File: src/rtl/corebootstrap_ahb_pkg.sv
// rtl/corebootstrap_ahb_pkg.sv - shared AHB encodings and arbiter state types
package corebootstrap_ahb_pkg;

  localparam logic [1:0] HTRANS_IDLE   = 2'b00;
  localparam logic [1:0] HTRANS_BUSY   = 2'b01;
  localparam logic [1:0] HTRANS_NONSEQ = 2'b10;
  localparam logic [1:0] HTRANS_SEQ    = 2'b11;

  localparam logic [2:0] HBURST_SINGLE = 3'b000;

  localparam logic HRESP_OKAY  = 1'b0;
  localparam logic HRESP_ERROR = 1'b1;

  typedef enum logic [1:0] {
    ARB_IDLE = 2'd0,
    DATA_M0  = 2'd1,
    DATA_M1  = 2'd2
  } arb_state_t;

  typedef struct packed {
    logic [31:0] addr;
    logic        write;
    logic [2:0]  size;
  } ahb_ctrl_t;

  // NONSEQ and SEQ both carry a real transfer; SEQ is replayed as NONSEQ.
  function automatic logic is_active(input logic [1:0] htrans);
    return htrans[1];
  endfunction

endpackage

File: src/rtl/corebootstrap_ahb_hold_stage.sv
// rtl/corebootstrap_ahb_hold_stage.sv - per-master address capture, pend flag and HREADY
module corebootstrap_ahb_hold_stage
  import corebootstrap_ahb_pkg::*;
(
  input  logic        HCLK,
  input  logic        HRESET,
  input  logic [31:0] haddr,
  input  logic [1:0]  htrans,
  input  logic        hwrite,
  input  logic [2:0]  hsize,
  input  logic        done,
  output logic        hready,
  output logic        pend,
  output ahb_ctrl_t   hold
);

  logic cap;

  // Ready while empty, and in the completion cycle so the next address can be taken.
  assign hready = !pend || done;
  assign cap    = hready && is_active(htrans);

  always_ff @(posedge HCLK) begin
    if (HRESET) begin
      pend <= 1'b0;
      hold <= '0;
    end else begin
      if (cap) begin
        hold <= '{addr: haddr, write: hwrite, size: hsize};
      end
      pend <= cap || (pend && !done);
    end
  end

endmodule

File: src/rtl/corebootstrap_ahb_arbiter.sv
// rtl/corebootstrap_ahb_arbiter.sv - two-master AHB-Lite arbiter sharing one slave path
module corebootstrap_ahb_arbiter
  import corebootstrap_ahb_pkg::*;
#(
  parameter logic ROUND_ROBIN = 1'b1,
  parameter logic BOOT_LOCK   = 1'b1
) (
  input  logic        HCLK,
  input  logic        HRESET,
  input  logic        sel_host,
  input  logic [31:0] M0_HADDR,
  input  logic [1:0]  M0_HTRANS,
  input  logic        M0_HWRITE,
  input  logic [2:0]  M0_HSIZE,
  input  logic [31:0] M0_HWDATA,
  output logic [31:0] M0_HRDATA,
  output logic        M0_HREADY,
  output logic        M0_HRESP,
  input  logic [31:0] M1_HADDR,
  input  logic [1:0]  M1_HTRANS,
  input  logic        M1_HWRITE,
  input  logic [2:0]  M1_HSIZE,
  input  logic [31:0] M1_HWDATA,
  output logic [31:0] M1_HRDATA,
  output logic        M1_HREADY,
  output logic        M1_HRESP,
  output logic [31:0] S_HADDR,
  output logic [1:0]  S_HTRANS,
  output logic        S_HWRITE,
  output logic [2:0]  S_HSIZE,
  output logic [2:0]  S_HBURST,
  output logic [31:0] S_HWDATA,
  input  logic [31:0] S_HRDATA,
  input  logic        S_HREADY,
  input  logic        S_HRESP,
  output logic        owner,
  output logic        busy
);

  arb_state_t state, state_nxt;
  logic       last_grant;
  logic       pend0, pend1, done0, done1, grant0, grant1, elig1;
  ahb_ctrl_t  hold0, hold1;

  corebootstrap_ahb_hold_stage u_hold_m0 (
    .HCLK   (HCLK),
    .HRESET (HRESET),
    .haddr  (M0_HADDR),
    .htrans (M0_HTRANS),
    .hwrite (M0_HWRITE),
    .hsize  (M0_HSIZE),
    .done   (done0),
    .hready (M0_HREADY),
    .pend   (pend0),
    .hold   (hold0)
  );

  corebootstrap_ahb_hold_stage u_hold_m1 (
    .HCLK   (HCLK),
    .HRESET (HRESET),
    .haddr  (M1_HADDR),
    .htrans (M1_HTRANS),
    .hwrite (M1_HWRITE),
    .hsize  (M1_HSIZE),
    .done   (done1),
    .hready (M1_HREADY),
    .pend   (pend1),
    .hold   (hold1)
  );

  assign elig1    = pend1 && (sel_host || !BOOT_LOCK);
  assign busy     = (state != ARB_IDLE);
  assign S_HBURST = HBURST_SINGLE;

  always_ff @(posedge HCLK) begin
    if (HRESET) begin
      state      <= ARB_IDLE;
      last_grant <= 1'b1;
      owner      <= 1'b0;
    end else begin
      state <= state_nxt;
      if (grant0) begin
        last_grant <= 1'b0;
        owner      <= 1'b0;
      end else if (grant1) begin
        last_grant <= 1'b1;
        owner      <= 1'b1;
      end
    end
  end

  always_comb begin
    state_nxt = state;
    grant0    = 1'b0;
    grant1    = 1'b0;
    done0     = 1'b0;
    done1     = 1'b0;
    S_HTRANS  = HTRANS_IDLE;
    S_HADDR   = '0;
    S_HWRITE  = 1'b0;
    S_HSIZE   = '0;
    S_HWDATA  = '0;
    M0_HRDATA = '0;
    M0_HRESP  = HRESP_OKAY;
    M1_HRDATA = '0;
    M1_HRESP  = HRESP_OKAY;
    case (state)
      ARB_IDLE: begin
        if (pend0 && elig1) begin
          if (ROUND_ROBIN && !last_grant) grant1 = 1'b1;
          else                            grant0 = 1'b1;
        end else if (pend0) begin
          grant0 = 1'b1;
        end else if (elig1) begin
          grant1 = 1'b1;
        end
        if (grant0) begin
          state_nxt = DATA_M0;
          S_HTRANS  = HTRANS_NONSEQ;
          S_HADDR   = hold0.addr;
          S_HWRITE  = hold0.write;
          S_HSIZE   = hold0.size;
        end else if (grant1) begin
          state_nxt = DATA_M1;
          S_HTRANS  = HTRANS_NONSEQ;
          S_HADDR   = hold1.addr;
          S_HWRITE  = hold1.write;
          S_HSIZE   = hold1.size;
        end
      end
      // Response passes through every data cycle so both ERROR cycles reach the master.
      DATA_M0: begin
        S_HWDATA  = M0_HWDATA;
        M0_HRDATA = S_HRDATA;
        M0_HRESP  = S_HRESP;
        if (S_HREADY) begin
          done0     = 1'b1;
          state_nxt = ARB_IDLE;
        end
      end
      DATA_M1: begin
        S_HWDATA  = M1_HWDATA;
        M1_HRDATA = S_HRDATA;
        M1_HRESP  = S_HRESP;
        if (S_HREADY) begin
          done1     = 1'b1;
          state_nxt = ARB_IDLE;
        end
      end
      default: state_nxt = ARB_IDLE;
    endcase
  end

endmodule

File: config.mk
export PLATFORM = sky130hd
export DESIGN_NAME = corebootstrap_ahb_arbiter
export DESIGN_NICKNAME = d
export VERILOG_FILES = /design/src/rtl/corebootstrap_ahb_pkg.sv /design/src/rtl/corebootstrap_ahb_hold_stage.sv /design/src/rtl/corebootstrap_ahb_arbiter.sv
export SDC_FILE = /design/constraint.sdc
export NUM_CORES = 1
export LEC_CHECK = 0
export ABC_AREA = 1
export BUFFER_PORTS_ARGS = -buffer_cell sky130_fd_sc_hd__buf_4
export CAP_MARGIN = 15
export CELL_PAD_IN_SITES_DETAIL_PLACEMENT = 1
export CELL_PAD_IN_SITES_GLOBAL_PLACEMENT = 2
export CORE_MARGIN = 2
export CORE_UTILIZATION = 20
export CTS_CLUSTER_DIAMETER = 100
export DETAILED_ROUTE_END_ITERATION = 7
export HOLD_SLACK_MARGIN = 0.15
export PLACE_DENSITY = 0.91
export SYNTH_ARGS = -nofsm -noshare
export SYNTH_HDL_FRONTEND = slang
export SYNTH_SLANG_ARGS = --single-unit
File: constraint.sdc
create_clock -name HCLK -period 2 [get_ports HCLK]
set_input_delay 0.1 -clock HCLK [delete_from_list [all_inputs] [get_ports HCLK]]
set_output_delay 0.1 -clock HCLK [all_outputs]
set_load 0.02 [all_outputs]
==> results.yml <==
clock_tree:
  h-tree-depth: 3
  clk_pin_slew_ns: 0.06
  cts_tree: "yes"
  cts.sinks: 78
  numCtsBuffers: 9
  clockBufferDepth: 2
  root_buffer: "clkbuf_16"
  clkLatencyLatePin_ns: 0.33
timing:
  hold_viol: 0
  setup_viol: 0
  drv_slew: 0
  setup-tns-final_ns: 0
  post-route-period-util_pct: 92.07
  max_freq_ghz: 0.5431
  rsz0062_at_grt: "no"
  skew_ns: 0.009949
  layout_min_cycle_time_ns: 1.841
yosys:
  syn_area_um2: 4390
  async_reset_ff_share_pct: 0
  synth.avg_cell_area_um2: 6.006
  synth_warnings: 0
  synth-edff-count: 0
  yosysSeqAreaShare_pct: 35.57
  post_synth_num_cell_types: 22
  syn_inst: 731
  synthTopCellsByArea: "dfxtp_1 (36%), nand2_1 (18%), nor2_1 (12%), inv_1 (6.5%), o21ai_1 (4.8%)"
  yosys.area.top_type_share_pct: 35.57
  synth_top_cell_by_area: "dfxtp_1"
  ys.flop_type: "dfxtp_1"
  synth-seq-cells: 78
critical_path:
  crit_top_cell: "nand2_1"
  critPathKind: "reg2out"
  slowest_delay_ns: 0.33
  cp_slowest_cell: "dfxtp_1"
  required_ns: 1.90
  critPathLaunchType: "register"
  critical_path.top_delay_family: "simple AND/OR/NAND/NOR gates"
  r2r-start: "state[1]"
  rrSetupSlack_ns: 0.30
  setup.worst_path.start: "state[0]"
  arrival_ns: 1.74
  critPathMaxFanout: 10
  endpoint_kind: "output port"
  path_buf_inv: 4
  path_cells: "inv_1 -> ha_2 -> inv_2 -> nor2_4 -> nand2_8 -> clkinv_8 -> nand2_1 -> nand2_1 -> buf_4"
die:
  die_x_um: 152.2
  start_util_pct: 20.24
  ios: 320
  die_h_um: 152.2
  die-area_um2: 23150
  placementRows: 54
  fp.coreArea_um2: 21690
placement:
  dpl.hpwl_um: 14860
  io_buffers: 313
  gp_congestion: 0.8173
finish:
  final_util_pct: 37.52
  drive_gt1_share_pct: 32.45
  area_growth_pct: 85.35
  final_net_count: 1275
  num-fill-cells: 2766
route:
  drt-total-wl_um: 22250
  wl_per_cell_um: 16.08
  vias_per_cell: 4.292
  firstDrtPassIters: 4
  postRouteAntennaNets: 0
  drtIter0Drc: 216
  remaining_drc_errors: 0
  vias: 5940
power:
  power_mw: 5.117
  ir_drop_uv: 408.9
  power_density_nw_per_um2: 628.8
  leakage_nw: 4.395
global_routing:
  track_usage_pct: 17.95
  grt_remaining_overflow: 0
  grt_pass1_vias: 6222
  grt_max_degree: 66
  antenna_found_initial: 4
  grt_pass1_wl_um: 33420
status:
  status: "completed"
worst_hold_path:
  min_from: "M1_HTRANS[1]"
  hold_path.class: "in2reg"
flow_run:
  max_cap_violations: 0
-- path summary, 6_finish.rpt --
path / endpoint / cells after the start
max: S_HADDR[23] / 9
min: u_hold_m1.hold[17] / 4
max reg2reg: u_hold_m0.hold[30] / 8
min reg2reg: u_hold_m1.hold[3] / 2
-- what timing repair did --
action                     in CTS  in global routing
setup endpoints to repair      36                 37
hold endpoints to repair       76                  0
resized for setup               2                  9
pin swaps                       0                  0
setup buffers                   0                  0
hold buffers                   76                  0
gates cloned                    0                  3
-- tightest hold or removal path, delay by kind of cell --
kind | cells | cell delay [ns]
simple gates | 2 | 0.13
compound gates | 1 | 0.12
buf+inv | 1 | 0.10
-- where the power goes --
part           internal [mW]  switching (mW)
Sequential              1.68          0.0673
Clock                   1.17           0.671
Combinational          0.697           0.827
Total                   3.55            1.57
-- layout by cell type, fill, tap and decap left out --
cell type      instances
o21ai_0               30
dlygate4sd3_1         76
nor2_4                 1
nand2_8                1
nand2_1              214
nor2_1               146
bufinv_16              2
ha_2                   3
nand3_1               41
clkinv_4               3
a21oi_1               36
nand2_2                3
clkbuf_1               1
buf_4                316
nand2_4                2
clkbuf_8               2
o21ai_1               42
inv_6                  2
dfxtp_1               78
inv_2                  2
clkinv_8               2
diode_2                4
buf_12                 7
conb_1                 4
inv_4                  1
inv_1                 75
clkbuf_16             10
-- metrics by stage --
step | setup WS, ns | cell area, um2 | hold WS, ns | instances
after floorplan | 0.5517 | 4402 | 0.1691 | 734
after global placement | 0.3098 | 6954 | 0.3138 | 1285
after detailed placement | 0.2712 | 6954 | 0.3150 | 1285
after CTS | 0.05532 | 8054 | 0.1560 | 1377
after global routing | 0.02263 | 8138 | 0.1802 | 1384
final | 0.1586 | 8138 | 0.1652 | 1384
-- layer usage --
layer	up-vias	track usage, %	wire length (um)
met3	19	3.953	1462
li1	2956	-	-
met5	-	0	0
met2	220	33.61	11730
met1	2745	20.28	8789
met4	0	5.296	273
-- synth_stat cells, types with 2 or more instances --
| cell | number |
|---|---|
| nand3_1 | 41 |
| ha_1 | 3 |
| dfxtp_1 | 78 |
| buf_2 | 21 |
| nor2_1 | 146 |
| nand2_2 | 2 |
| inv_1 | 76 |
| buf_4 | 12 |
| o21ai_1 | 42 |
| clkbuf_1 | 12 |
| o21ai_0 | 30 |
| a21oi_1 | 36 |
| inv_2 | 2 |
| nand2_1 | 215 |
| nand2_4 | 3 |
| inv_4 | 2 |
| buf_6 | 5 |
-- cell families (layout without fill, tap and decap cells) --
| logic type | after synthesis | in the layout | synth area share (%) |
|---|---|---|---|
| AO/OA/AOI/OAI | 108 | 108 | 12.31 |
| adder cells (fa/ha/maj) | 3 | 3 | 0.8550 |
| buffers and inverters | 133 | 499 | 14.33 |
| flip-flops | 78 | 78 | 35.57 |
| other | 1 | 8 | 0.08541 |
| AND/OR/NAND/NOR | 408 | 408 | 36.85 |
-- layout make-up --
cell class | instances | area (um2) | share of cell area, %
Inverter | 81 | 329.1 | 4.044
Multi-Input combinational cell | 523 | 2230 | 27.40
Clock buffer | 12 | 256.5 | 3.152
Timing Repair inverter | 2 | 25.02 | 0.3075
Sequential cell | 78 | 1562 | 19.19
Antenna cell | 4 | 10.01 | 0.1230
Clock inverter | 4 | 77.57 | 0.9533
Timing Repair Buffer | 400 | 3298 | 40.53
Tap cell | 280 | 350.3 | 4.305
-- registers in the layout, indices dropped and copies added (netlist names) --
register and flops:
state 2, last_grant 1, owner 1, u_hold_m0.pend 1, u_hold_m1.pend 1, u_hold_m0.hold 36, u_hold_m1.hold 36
No activity file was read; power rests on OpenSTA's default activity.
